`config.mk`:
```
export PLATFORM = sky130hd
export DESIGN_NAME = goertzel_tone_gen
export DESIGN_NICKNAME = d
export VERILOG_FILES = /design/src/rtl/goertzel_tone_gen.sv
export SDC_FILE = /design/constraint.sdc
export NUM_CORES = 1
export LEC_CHECK = 0
export ABC_AREA = 0
export ABC_CLOCK_PERIOD_IN_PS = 9350
export BUFFER_PORTS_ARGS = -buffer_cell sky130_fd_sc_hd__buf_2
export CAP_MARGIN = 20
export CELL_PAD_IN_SITES_DETAIL_PLACEMENT = 1
export CELL_PAD_IN_SITES_GLOBAL_PLACEMENT = 1
export CORE_AREA = 4 4 218 220
export DETAILED_ROUTE_END_ITERATION = 10
export DIE_AREA = 0 0 222 224
export HOLD_SLACK_MARGIN = 0.08
export PLACE_DENSITY = 0.63
export SKIP_LAST_GASP = 1
export SLEW_MARGIN = 20
export SYNTH_ARGS = -nofsm -noshare
export SYNTH_HDL_FRONTEND = slang
export SYNTH_SLANG_ARGS = --single-unit
```
`constraint.sdc`:
```
create_clock -name clk -period 9.35 [get_ports clk]
set_input_delay 1.87 -clock clk [delete_from_list [all_inputs] [get_ports clk]]
set_output_delay 1.87 -clock clk [all_outputs]
set_load 0.01 [all_outputs]
```
`src/rtl/goertzel_tone_gen.sv`:
```
// goertzel_tone_gen: recursive-oscillator sine burst generator.
// Produces y[0]=0, y[1]=init, y[n]=((coef*y[n-1])>>>FRAC)-y[n-2] for len
// samples on a valid/ready stream, marking the final sample with last and
// pulsing done once the final sample has been accepted.
// Optional build macro GOERTZEL_TONE_GEN_SAT_EN: when defined the recursion
// result saturates to the W-bit signed range, otherwise it wraps.
module goertzel_tone_gen #(
  parameter int W     = 16,
  parameter int CW    = 18,
  parameter int FRAC  = 16,
  parameter int LEN_W = 12
) (
  input  logic                 clk,
  input  logic                 rst,
  input  logic                 start,
  input  logic signed [CW-1:0] coef,
  input  logic signed [W-1:0]  init,
  input  logic [LEN_W-1:0]     len,
  output logic                 ready,
  output logic                 sample_valid,
  output logic signed [W-1:0]  sample,
  input  logic                 sample_ready,
  output logic                 last,
  output logic                 done
);

  localparam logic [1:0] IDLE = 2'd0;
  localparam logic [1:0] RUN  = 2'd1;
  localparam logic [1:0] DONE = 2'd2;

  logic [1:0]           state_q, state_d;
  logic signed [CW-1:0] coef_q, coef_d;
  logic signed [W-1:0]  s1_q, s1_d;
  logic signed [W-1:0]  next_q, next_d;
  logic [LEN_W-1:0]     remain_q, remain_d;

  // y[n-2] is not kept separately: at the moment the recursion is evaluated
  // it is exactly the sample currently presented (s1), so s1 serves as both.
  logic signed [W+CW-1:0] prodFull;
  logic signed [W+CW:0]   prodShifted;
  logic signed [W+CW:0]   prevWide;
  logic signed [W+CW:0]   diffWide;
  logic signed [W-1:0]    recurResult;

  assign prodFull    = coef_q * next_q;
  assign prodShifted = prodFull >>> FRAC;
  assign prevWide    = s1_q;
  assign diffWide    = prodShifted - prevWide;

`ifdef GOERTZEL_TONE_GEN_SAT_EN
  // Clamp the wide recursion result into the signed W-bit range
  always_comb begin
    recurResult = diffWide[W-1:0];
    if (diffWide[W+CW:W-1] != {(CW+2){diffWide[W+CW]}}) begin
      recurResult = diffWide[W+CW] ? {1'b1, {(W-1){1'b0}}}
                                   : {1'b0, {(W-1){1'b1}}};
    end
  end
`else
  // Keep only the low W bits of the recursion result (two's-complement wrap)
  always_comb begin
    recurResult = W'(diffWide);
  end
`endif

  // Next-state logic for the burst FSM and the oscillator registers
  always_comb begin
    state_d  = state_q;
    coef_d   = coef_q;
    s1_d     = s1_q;
    next_d   = next_q;
    remain_d = remain_q;
    case (state_q)
      IDLE: begin
        if (start) begin
          coef_d   = coef;
          s1_d     = '0;
          next_d   = init;
          remain_d = len;
          state_d  = (len == '0) ? DONE : RUN;
        end
      end
      RUN: begin
        if (sample_ready) begin
          remain_d = remain_q - LEN_W'(1);
          if (remain_q == LEN_W'(1)) begin
            state_d = DONE;
          end else begin
            s1_d   = next_q;
            next_d = recurResult;
          end
        end
      end
      DONE: begin
        state_d = IDLE;
      end
      default: begin
        state_d = IDLE;
      end
    endcase
  end

  // State and datapath registers, cleared asynchronously on reset
  always_ff @(posedge clk or posedge rst) begin
    if (rst) begin
      state_q  <= IDLE;
      coef_q   <= '0;
      s1_q     <= '0;
      next_q   <= '0;
      remain_q <= '0;
    end else begin
      state_q  <= state_d;
      coef_q   <= coef_d;
      s1_q     <= s1_d;
      next_q   <= next_d;
      remain_q <= remain_d;
    end
  end

  assign ready        = (state_q == IDLE);
  assign sample_valid = (state_q == RUN);
  assign sample       = s1_q;
  assign last         = (state_q == RUN) && (remain_q == LEN_W'(1));
  assign done         = (state_q == DONE);

endmodule

```
After elaboration in Yosys (flattened, before gate mapping)
Index checks and enable logic that the tools add are counted.
{"block": "classes", "n_mux": 16, "mul": 1, "n_eq_ne": 7, "reduce_logical": 8, "add_sub_neg": 2}
{"cell": "2-to-1 mux 16 bit", "count": 6}
{"cell": "one-hot mux 16 bit (2 select lines)", "count": 2}
{"cell": "multiplier 18 x 16 -> 32 bit", "count": 1}
{"cell": "2-to-1 mux 12 bit", "count": 2}
{"cell": "one-hot mux 12 bit (2 select lines)", "count": 1}
{"cell": "subtractor 16 bit", "count": 1}
{"cell": "== test 12 x 1 -> 1 bit (second input constant)", "count": 1}
{"cell": "logical NOT 12 bit", "count": 1}
{"cell": "subtractor 12 x 1 -> 12 bit (second input constant)", "count": 1}
{"cell": "2-to-1 mux 2 bit", "count": 4}
{"cell": "AND reduction 3 bit", "count": 2}
{"cell": "inequality test 2 x 1 -> 1 bit (second input constant)", "count": 2}
{"cell": "inequality test 2 bit (second input constant)", "count": 2}
{"cell": "one-hot mux 2 bit (2 select lines)", "count": 1}
{"cell": "AND reduction 4 bit", "count": 1}
{"cell": "== test 2 x 1 -> 1 bit (second input constant)", "count": 1}
{"cell": "== test 2 bit (second input constant)", "count": 1}
{"cell": "logical NOT 2 bit", "count": 1}
{"cell": "AND reduction 2 bit", "count": 1}
{"cell": "nonzero test 2 bit", "count": 1}
{"cell": "logical AND 1 bit", "count": 1}
{"block": "totals", "input_bits": 50, "elab_cells": 39, "register_bits": 64, "output_inout_bits": 20}

Logic depth before layout (Yosys ltp)
Gate-level depths: netlist (run 1).
{"block": "depth", "word_depth": 5, "depth_mapped": 32, "mapped_depth_nobuf": 31}

Worst setup path before layout (run 1)
Ideal clock, no wire load.
{"block": "synth_timing", "path_kind": "register -> register", "from": "register next_q[1]", "to": "register next_q[15]", "path_stages_with_launch": 32, "setup_ns": 0.087, "slack_ns": 1.692, "t_required_ns": 9.263, "path_buffers": 2, "arrival_time_ns": 7.572, "synth_period_minus_slack_ns": 7.658, "cell_sequence": "dfrtp_1 clkbuf_1 clkbuf_1 nand2_1 fa_1 fa_1 fa_1 inv_1 fa_1 fa_1 inv_1 fa_1 inv_1 ha_1 a21oi_1 o211ai_1 a211o_1 a21oi_1 o21bai_1 a21o_1 a21o_1 a21oi_1 xnor2_1 ha_1 nand4_1 o21ai_0 a21oi_1 a211oi_1 nor3_1 or4_1 mux2_2 o211ai_1"}
{"block": "synth_via", "elab_chain_len": 5}
{"element": "from (decl)", "line_no": "34", "source": "logic signed [W-1:0] next_q, next_d;"}
{"element": "from (signal assigned)", "line_no": "115", "source": "next_q <= next_d;"}
{"element": "multiplier 18 x 16 -> 32 bit", "line_no": "45", "source": "assign prodFull = coef_q * next_q;"}
{"element": "subtractor 16 bit", "line_no": "48", "source": "assign diffWide = prodShifted - prevWide;"}
{"element": "2-to-1 mux 16 bit", "line_no": "86", "source": "if (remain_q == LEN_W'(1)) begin"}
{"element": "2-to-1 mux 16 bit", "line_no": "84", "source": "if (sample_ready) begin"}
{"element": "one-hot mux 16 bit (2 select lines)", "line_no": "73", "source": "case (state_q)"}
No other way between the ends. The select of a mux whose other input is x is not followed.
A chain may end at the register's enable or synchronous reset.

Worst setup path after layout (run 1)
Same ends and word-level chain as after synthesis.

==> metrics.md, run 1 <==
| Metric | Value |
|---|---|
| Status | `finished clean` |
| Multiplexer area fraction after synthesis | `0.00157` |
| Chip height | `224 um` |
| Met3 WL | `999 um` |
| Commonest non-fill, non-tap cell in the layout | `inv_1` |
| H-tree levels | `3` |
| Final cycle utilization of the critical path | `0.905` |
| Mean Syn Cell Area | `8.83 um^2` |
| Worst rel slew slack | `0.326` |
| Clk_skew | `15.0 ps` |
| Design area | `14900 um^2` |
| Worst setup EP type | `register` |
| CP Launch Type | `register` |
| Final WS setup | `884 ps` |
| Global-route wire length before repair | `64.5 mm` |
| Sinks on the clock net | `64` |
| Initial antenna violation count | `1` |
| Largest net degree at the start of global routing | `65` |
| Register bit count reported by yosys | `64` |
| Min Tclk post-route | `8470 ps` |
| Slew Limit Fails | `0` |
| Remaining DRCs | `0` |
| Clk_lat worst skew | `360 ps` |
| Clock Path Buffers | `2` |
| Setup bufs post-CTS | `0` |
| Syn. warnings | `0` |
| Vias | `10280` |
| Site row count | `78` |
| Port Buffer Count | `69` |
| Initial drt markers | `409` |
| Critical Path RT | `9620 ps` |
| Setup TNS | `0 ps` |
| Pre-CTS setup slack | `955 ps` |
| CTS Hold Bufs | `0` |
| XOR/XNOR Fraction of Synth Area | `0.0269` |
| Unique masters post-synth | `55` |
| Detail Route Antenna Nets | `0` |
| Worst Setup Path Type | `register to register` |
| # setup viols final | `0` |
| Async S/R FF share, synth | `1.00` |
| Hold Vio Cnt, Final | `0` |
| Final nets | `1989` |
| Vias per inst | `4.73` |
| Worst-Margin Slew | `1010 ps` |
| Post-DP Area | `14500 um^2` |
| Synth Cell Area | `13600 um^2` |
| Initial Utilization | `0.299` |
| Mapped Nets | `1958` |
| Total Wirelength | `39.2 mm` |
| Leading area contributor after synthesis | `fa_1` |
| Total GRT Usage | `0.163` |
| Most used cell, CP | `fa_1` |
| Die area | `49700 um^2` |
| 1st-pass router iterations | `4` |
| Most frequent cells in the layout | `inv_1 (339), fa_1 (276), nand2_1 (235)` |
| HP Class | `register to register` |
| Max Fanout on Critical Path | `20` |
| Critical path data arrival time | `8730 ps` |
| Post-DR wirelength/cell | `18.0 um` |
| Post-Synthesis Cells | `1535` |
| FMAX | `118 MHz` |
| Number of max-cap violations | `0` |
| Die Wd | `222 um` |
| Metal1 wirelength | `17.5 mm` |
| Worst path slowest cell | `dfrtp_1` |
| Main combinational cell family by area after synthesis | `adder cells` |
| Dpl hpwl | `31.3 mm` |
| CORE AREA | `45300 um^2` |
| Global route total overflow | `0` |
| WP buf/inv | `3` |
| Post-synth EDFFs | `0` |
| Synth Area in Compound Gates | `0.0660` |
| # IOs | `70` |
| Top Metal Used | `met4` |
| Prevailing post-synth register cell | `dfrtp_1` |
| Post-synthesis simple-gate area fraction | `0.177` |
| Post-cts sizing count | `0` |
| Met2 WL post-DR | `19.8 mm` |
| Reg clk slew, reported paths | `60 ps` |
| CTS Buf Count | `9` |
| Synth top area cells | `fa_1 (41%), dfrtp_1 (12%), inv_1 (9.4%)` |
| TritonCTS clock tree | `built` |
| Area grow syn2layout | `9.74%` |
| Unrepaired setup endpoints after global routing | `false` |
| Synth top area share | `0.408` |
| Worst hold margin | `499 ps` |
| Root buffer cell | `clkbuf_16` |
| Max stage delay on crit path | `900 ps` |
| Post-Synth Adder-Cell Area | `0.497` |
| GP Congestion | `0.795` |
| Vias in the first global route | `11913` |
| Layout cells sized above 1 | `0.0757` |
| Delay-heaviest family, CP | `adder cells` |
| Sequential area share after synthesis | `0.118` |
-- sequential cells by signal, indices dropped and copies added (netlist names) --
register  count
coef_q       18
remain_q     12
sample       16
state_q       2
next_q       16
-- stage by stage --
step | instances | utilization
after floorplan | 1535 | -
after global placement | 2154 | 0.321
after detailed placement | 2154 | 0.321
after CTS | 2170 | 0.328
after global routing | 2171 | 0.328
final | 2173 | 0.328
-- cell usage after synthesis, drive strengths merged, types with 2 or more instances --
master and count:
inv 340, fa 276, nand2 235, and2 132
ha 97, clkbuf 66, dfrtp 64, a21oi 54
nor2 46, o21ai 46, nand3 27, xnor2 24
xor2 15, nor3 13, nand2b 11, a21o 8
or3 7, a211oi 6, nand4 6, a31oi 5
nor4 5, o31ai 5, a2111oi 4, nor2b 4
a311oi 3, and4 3, buf 3, o211ai 3
or2 3, a21boi 2, and3 2, nand3b 2
o21a 2, o21bai 2
-- layout make-up --
type	instances	area (um^2)
repair buffers	89	515
multi-input cells	1061	10400
inverters	341	1280
flip-flops and latches	64	1600
well taps	600	751
fillers	5403	30400
clock inverters	6	67.6
clock buffers	10	239
diodes	2	5.00
-- logic make-up (layout without fill, tap and decap cells) --
family | count (synthesis) | count (layout)
adder cells (fa/ha/maj) | 373 | 373
flip-flops | 64 | 64
multiplexers | 2 | 2
AO/OA/AOI/OAI | 146 | 146
XOR/XNOR | 40 | 40
AND/OR/NAND/NOR | 500 | 500
buffers and inverters | 410 | 446
other | 0 | 2
-- final timing paths --
check                                   startpoint                       to  depth (start not counted)  slack [ps]
max in group asynchronous                      rst   coef_q[16]$_DFFE_PP0P_                          3        6960
hold reg to reg            remain_q[3]$_DFFE_PP0P_  remain_q[3]$_DFFE_PP0P_                          1         500
min in group asynchronous                      rst    coef_q[0]$_DFFE_PP0P_                          3        1800
hold / removal             remain_q[3]$_DFFE_PP0P_  remain_q[3]$_DFFE_PP0P_                          1         500
setup / recovery             next_q[1]$_DFFE_PP0P_   next_q[15]$_DFFE_PP0P_                         29         880
setup reg to reg             next_q[1]$_DFFE_PP0P_   next_q[15]$_DFFE_PP0P_                         29         880
-- per-layer routing --
metal | global-route usage | vias to the layer above
met2 | 0.290 | 126
met3 | 0.0242 | 46
met4 | 0.0444 | 0
li1 | - | 4661
met5 | 0 | -
met1 | 0.209 | 5447
Power of run 1 is not shown: default switching activity piles up to over one toggle a cycle in this logic, so the estimate is an artifact.
==> run 2: changes to the inputs <==
--- a/config.mk
+++ b/config.mk
@@ -6,7 +6,7 @@
 export NUM_CORES = 1
 export LEC_CHECK = 0
 export ABC_AREA = 0
-export ABC_CLOCK_PERIOD_IN_PS = 9350
+export ABC_CLOCK_PERIOD_IN_PS = 9500
 export BUFFER_PORTS_ARGS = -buffer_cell sky130_fd_sc_hd__buf_2
 export CAP_MARGIN = 20
 export CELL_PAD_IN_SITES_DETAIL_PLACEMENT = 1
==> constraint.sdc (replaced) <==
create_clock -name clk -period 9.5 [get_ports clk]
set_input_delay 1.9 -clock clk [delete_from_list [all_inputs] [get_ports clk]]
set_output_delay 1.9 -clock clk [all_outputs]
set_load 0.01 [all_outputs]
==> metrics.md, run 2 (synthesis gave the netlist of run 1 again) <==
| Metric | Value |
|---|---|
| Layout cells sized above 1 | `0.0697 (-0.00601)` |
| Setup bufs post-CTS | `0 (unchanged)` |
| Site row count | `78 (unchanged)` |
| Worst r2r src | `next_q[13]$_DFFE_PP0P_` |
| Post-DR wirelength/cell | `18.0 um (-0.24%)` |
| 1st-pass router iterations | `6 (+2)` |
| Clock Path Buffers | `2 (unchanged)` |
| R2R cell count | `27 (-6.9%)` |
| Max stage delay on crit path | `1030 ps (+130 ps)` |
| Most used cell, CP | `fa_1` |
| Largest net degree at the start of global routing | `65 (unchanged)` |
| Clk_skew | `14.2 ps (-0.713 ps)` |
| Reg2reg end | `next_q[15]$_DFFE_PP0P_` |
| Reg clk slew, reported paths | `60 ps (about the same)` |
| Worst path slowest cell | `dfrtp_1` |
| Hold Vio Cnt, Final | `0 (unchanged)` |
| CTS Buf Count | `9 (unchanged)` |
| Worst-Margin Slew | `1110 ps (+95.9 ps)` |
| CP Launch Type | `register` |
| Hold depth | `1 (unchanged)` |
| CTS Hold Bufs | `0 (unchanged)` |
| Final cycle utilization of the critical path | `0.902 (-0.00358)` |
| Vias in the first global route | `11634 (-2.3%)` |
| Remaining DRCs | `0 (unchanged)` |
| Initial drt markers | `410 (+0.24%)` |
| Worst setup EP type | `register` |
| Total Wirelength | `39.0 mm (-0.66%)` |
| Post-layout instance count excluding filler cells | `2164 (-0.41%)` |
| Initial Utilization | `0.299 (unchanged)` |
| Detail Route Antenna Nets | `0 (unchanged)` |
| Commonest non-fill, non-tap cell in the layout | `inv_1` |
| H-tree levels | `3 (unchanged)` |
| # IOs | `70 (unchanged)` |
| Global route total overflow | `0 (unchanged)` |
| Max Fanout on Critical Path | `21 (+5.0%)` |
| Vias per inst | `4.68 (-1.1%)` |
| Root buffer cell | `clkbuf_16` |
| Die area | `49700 um^2 (unchanged)` |
| Post-DP Area | `14500 um^2 (-0.36%)` |
| TritonCTS clock tree | `built` |
| Unrepaired setup endpoints after global routing | `false` |
| Worst reg2reg setup slack | `930 ps (+50 ps)` |
| Worst Hold End | `remain_q[3]$_DFFE_PP0P_` |
| Critical Path RT | `9770 ps (+150 ps)` |
| Final nets | `1981 (-0.40%)` |
| CORE AREA | `45300 um^2 (unchanged)` |
| HP Class | `register to register` |
| Dpl hpwl | `30.9 mm (-1.3%)` |
| Worst rel slew slack | `0.261 (-0.0657)` |
| Min Tclk post-route | `8570 ps (+102 ps)` |
| Placed cells | `2147 (-0.32%)` |
| Die Wd | `222 um (unchanged)` |
| Global-route wire length before repair | `64.3 mm (-0.45%)` |
| Port Buffer Count | `69 (unchanged)` |
| Post-cts sizing count | `0 (unchanged)` |
| Chip height | `224 um (unchanged)` |
| Number of max-cap violations | `0 (unchanged)` |
| FMAX | `117 MHz (-1.2%)` |
| Largest reg by FF count | `coef_q` |
| Design area | `14800 um^2 (-0.76%)` |
| Slew Limit Fails | `0 (unchanged)` |
| # fillers | `5456 (+0.98%)` |
| Initial antenna violation count | `0 (-1)` |
| GP Congestion | `0.790 (-0.60%)` |
| Total GRT Usage | `0.163 (-0.000820)` |
| Most frequent cells in the layout | `inv_1 (339), fa_1 (276), nand2_1 (235)` |
| Vias | `10121 (-1.5%)` |
| Status | `finished clean` |
| # setup viols final | `0 (unchanged)` |
| Worst Setup Path Type | `register to register` |
| Setup TNS | `0 ps (unchanged)` |
| Max reg flops | `18 (unchanged)` |
| Area grow syn2layout | `8.91%` |
| Sinks on the clock net | `64 (unchanged)` |
| Clk_lat worst skew | `370 ps (about the same)` |
| Hold Crit Start | `remain_q[3]$_DFFE_PP0P_` |
| Critical path data arrival time | `8840 ps (+110 ps)` |
==> run 2: changes by cell type in the layout (fill, tap and decap cells not counted), sizes merged <==
cell	before	now
buf	89	81
clkbuf	10	12
bufinv	1	0
clkinv	3	4
clkinvlp	2	1
diode	2	1
inv	341	340
==> run 2: through the flow <==
stage | hold slack [ps] | utilization | worst slack [ps]
after floorplan | 459 | - | 1840
after global placement | 483 | 0.320 | 1230
after detailed placement | 495 | 0.320 | 1040
after CTS | 504 | 0.326 | 1010
after global routing | 520 | 0.326 | 386
final | 508 | 0.326 | 932
==> run 2: critical path: cells and delay by family (launching register included) <==
kind / cells / cell delay (ps)
AO/OA/AOI/OAI: 8 / 2050
XOR/XNOR: 1 / 70
adder cells (fa/ha/maj): 8 / 3710
buffers and inverters: 3 / 140
flip-flops: 1 / 1030
multiplexers: 1 / 270
AND/OR/NAND/NOR: 6 / 1170
==> run 2: how the worst max path moves through the flow <==
stage                             endpoint  cells after the start                    from  slack [ps]
CTS                 next_q[15]$_DFFE_PP0P_                     30   next_q[4]$_DFFE_PP0P_        1010
floorplan           next_q[15]$_DFFE_PP0P_                     31   next_q[1]$_DFFE_PP0P_        1840
global placement    next_q[15]$_DFFE_PP0P_                     31   next_q[7]$_DFFE_PP0P_        1230
global route        next_q[15]$_DFFE_PP0P_                     31   next_q[7]$_DFFE_PP0P_         390
finish              next_q[15]$_DFFE_PP0P_                     27  next_q[13]$_DFFE_PP0P_         930
detailed placement  next_q[15]$_DFFE_PP0P_                     31   next_q[7]$_DFFE_PP0P_        1040
==> run 2: routing by layer <==
metal | track usage | share of wire
met1 | 0.208 | 0.43
met2 | 0.300 | 0.53
met4 | 0.0308 | 0.015
met5 | 0 | 0
met3 | 0.0190 | 0.022
==> run 2: layout make-up <==
cell class                 instances  area (um^2)  area share
multi-input combinational       1061        10400       0.706
clock inverter                     4         30.0     0.00203
sequential                        64         1600       0.108
clock buffer                      12          246      0.0167
timing repair buffer              81          435      0.0295
antenna                            1         2.50    0.000170
tap                              600          751      0.0509
inverter                         341         1280      0.0867
Power of run 2 is left out for the same reason.
==> run 3: changes to the inputs <==
--- a/config.mk
+++ b/config.mk
@@ -5,17 +5,17 @@
 export SDC_FILE = /design/constraint.sdc
 export NUM_CORES = 1
 export LEC_CHECK = 0
-export ABC_AREA = 0
+export ABC_AREA = 1
 export ABC_CLOCK_PERIOD_IN_PS = 9500
 export BUFFER_PORTS_ARGS = -buffer_cell sky130_fd_sc_hd__buf_2
 export CAP_MARGIN = 20
 export CELL_PAD_IN_SITES_DETAIL_PLACEMENT = 1
 export CELL_PAD_IN_SITES_GLOBAL_PLACEMENT = 1
-export CORE_AREA = 4 4 218 220
+export CORE_AREA = 4 4 227 229
 export DETAILED_ROUTE_END_ITERATION = 10
-export DIE_AREA = 0 0 222 224
+export DIE_AREA = 0 0 231 233
 export HOLD_SLACK_MARGIN = 0.08
-export PLACE_DENSITY = 0.63
+export PLACE_DENSITY = 0.64
 export SKIP_LAST_GASP = 1
 export SLEW_MARGIN = 20
 export SYNTH_ARGS = -nofsm -noshare
==> metrics.md, run 3 <==
| Metric | Value |
|---|---|
| Multi-input logic area | `10600 um^2 (+2.2%)` |
| Commonest non-fill, non-tap cell in the layout | `inv_1` |
| Total Wirelength | `42.2 mm (+8.3%)` |
| Clk_lat worst skew | `360 ps (about the same)` |
| CORE AREA | `49700 um^2 (+9.7%)` |
| Final WS setup | `1660 ps (+730 ps)` |
| # setup viols final | `0 (unchanged)` |
| Number of max-cap violations | `0 (unchanged)` |
| Final nets | `2313 (+17%)` |
| Unrepaired setup endpoints after global routing | `false` |
| Mean Syn Cell Area | `7.82 um^2 (-11%)` |
| GP Congestion | `0.849 (+7.4%)` |
| Global route total overflow | `0 (unchanged)` |
| Critical path data arrival time | `8100 ps (-740 ps)` |
| Sequential area share after synthesis | `0.109 (-0.00937)` |
| Pre-CTS setup slack | `1690 ps (+653 ps)` |
| Synth top area cells | `fa_1 (38%), inv_1 (14%), nand2_1 (11%)` |
| Initial drt markers | `463 (+13%)` |
| HP Class | `register to register` |
| Most frequent cells after synthesis | `inv_1 (551), nand2_1 (427), fa_1 (276)` |
| Chip height | `233 um (+4.0%)` |
| Unique masters post-synth | `51 (-7.3%)` |
| Worst Setup Path Type | `register to register` |
| Site row count | `82 (+5.1%)` |
| 1st-pass router iterations | `4 (-2)` |
| Root buffer cell | `clkbuf_16` |
| WP buf/inv | `7 (+4)` |
| CP Launch Type | `register` |
| Prevailing post-synth register cell | `dfrtp_1` |
| Reg clk slew, reported paths | `70 ps (about the same)` |
| Post-Synthesis Cells | `1882 (+23%)` |
| Final cycle utilization of the critical path | `0.825 (-0.0768)` |
| Worst setup EP type | `register` |
| Max stage delay on crit path | `980 ps (-50 ps)` |
| Slew Limit Fails | `0 (unchanged)` |
| Vias in the first global route | `13305 (+14%)` |
| Setup TNS | `0 ps (unchanged)` |
| CTS Buf Count | `9 (unchanged)` |
| H-tree levels | `3 (unchanged)` |
| Remaining DRCs | `0 (unchanged)` |
| Ant diodes | `0 (-1)` |
| Post-cts sizing count | `0 (unchanged)` |
| Total GRT Usage | `0.165 (+0.00215)` |
| Vias | `11625 (+15%)` |
| # IOs | `70 (unchanged)` |
| Die Wd | `231 um (+4.1%)` |
| Largest net degree at the start of global routing | `65 (unchanged)` |
| Syn. warnings | `0 (unchanged)` |
| Worst-Margin Slew | `1050 ps (-58.1 ps)` |
| Port Buffer Count | `69 (unchanged)` |
| Max reg flops | `18 (unchanged)` |
| TritonCTS clock tree | `built` |
| Detail Route Antenna Nets | `0 (unchanged)` |
| Hold Vio Cnt, Final | `0 (unchanged)` |
| Sinks on the clock net | `64 (unchanged)` |
| Worst path slowest cell | `dfrtp_1` |
| Min Tclk post-route | `7840 ps (-730 ps)` |
| Layout cells sized above 1 | `0.0834 (+0.0136)` |
| Post-DR wirelength/cell | `16.4 um (-8.7%)` |
| Register bit count reported by yosys | `64 (unchanged)` |
| Synth Cell Area | `14700 um^2 (+8.6%)` |
| Mapped Nets | `2305 (+18%)` |
| CTS Hold Bufs | `0 (unchanged)` |
| Clk_skew | `18.0 ps (+3.79 ps)` |
| Post-synth EDFFs | `0 (unchanged)` |
| Seq. cell area | `1600 um^2 (unchanged)` |
| Async S/R FF share, synth | `1.00 (unchanged)` |
| Area grow syn2layout | `8.13%` |
| Most frequent cell after synthesis | `inv_1` |
| Leading area contributor after synthesis | `fa_1` |
| Dpl hpwl | `35.2 mm (+14%)` |
| Global-route wire length before repair | `70.5 mm (+9.8%)` |
| Most frequent cells in the layout | `inv_1 (550), nand2_1 (427), fa_1 (276)` |
| Critical Path RT | `9760 ps (about the same)` |
| Largest reg by FF count | `coef_q` |
| Worst rel slew slack | `0.301 (+0.0405)` |
| Clock Path Buffers | `2 (unchanged)` |
| Initial Utilization | `0.296 (-0.00286)` |
| Initial antenna violation count | `0 (unchanged)` |
| Die area | `53800 um^2 (+8.2%)` |
| Vias per inst | `4.53 (-3.2%)` |
| Synth top area share | `0.375 (-0.0323)` |
| Max Fanout on Critical Path | `19 (-9.5%)` |
| Setup bufs post-CTS | `0 (unchanged)` |
| # fillers | `6147 (+13%)` |
| FMAX | `128 MHz (+9.3%)` |
| Delay-heaviest family, CP | `adder cells` |
| Most used cell, CP | `nand2_1` |
| Status | `finished clean` |
-- run 3: cell count changes in the layout (fill, tap and decap cells not counted), moves of 7 or more --
cell / delta
inv_1: +211
nand2_1: +192
and2_1: -132
nor2_1: +30
nand3_1: +19
o21ai_1: +15
xnor2_1: -15
o22ai_2: +14
mux2_2: +12
a21oi_1: +11
nand2b_1: -11
o21ai_0: -8
o22ai_1: +8
or3_1: -7
-- run 3: path summary, 6_finish.rpt --
check                                        start                      end  slack [ps]  depth (start not counted)
min in group asynchronous                      rst    coef_q[5]$_DFFE_PP0P_        1820                          3
max in group asynchronous                      rst   sample[10]$_DFFE_PP0P_        7040                          3
min                        remain_q[9]$_DFFE_PP0P_  remain_q[9]$_DFFE_PP0P_         510                          2
max reg2reg                  next_q[3]$_DFFE_PP0P_   next_q[15]$_DFFE_PP0P_        1660                         35
max                          next_q[3]$_DFFE_PP0P_   next_q[15]$_DFFE_PP0P_        1660                         35
min reg2reg                remain_q[9]$_DFFE_PP0P_  remain_q[9]$_DFFE_PP0P_         510                          2
-- run 3: area by class of cell --
cell class              instances  share of cell area
clock inverters                 5             0.00401
inverters                     559               0.132
clock buffers                  11              0.0152
multi-input cells            1177               0.669
repair buffers                 79              0.0264
well taps                     672              0.0528
flip-flops and latches         64               0.101
-- run 3: kinds of logic after synthesis --
group	share of synthesized area
flip-flops	0.109
buffers and inverters	0.168
adder cells (fa/ha/maj)	0.458
multiplexers	0.00994
AO/OA/AOI/OAI	0.0796
AND/OR/NAND/NOR	0.161
XOR/XNOR	0.0143
-- run 3: worst reg2reg max path, delay by kind of cell (launching register included) --
family / cells / cell delay (ps)
flops: 1 / 980
xor+xnor: 1 / 190
fa+ha+maj: 8 / 3890
buf+inv: 7 / 350
simple gates: 17 / 2060
compound gates: 2 / 270
-- run 3: through the flow --
stage,hold WS [ps],instance area (um^2),utilization,std cells
after global placement,499,15600,0.314,2551
after global routing,533,15900,0.321,2567
final,514,15900,0.321,2567
after detailed placement,502,15600,0.314,2551
after CTS,517,15900,0.321,2567
after floorplan,466,14700,-,1882
-- run 3: metal layers --
layer	routed length, um	up-vias	share of wire	global-route usage
li1	-	5473	-	-
met1	19200	5976	0.46	0.215
met2	21200	121	0.50	0.293
met3	921	55	0.022	0.0179
met4	886	0	0.021	0.0404
met5	0	-	0	0
Power of run 3 is left out for the same reason.
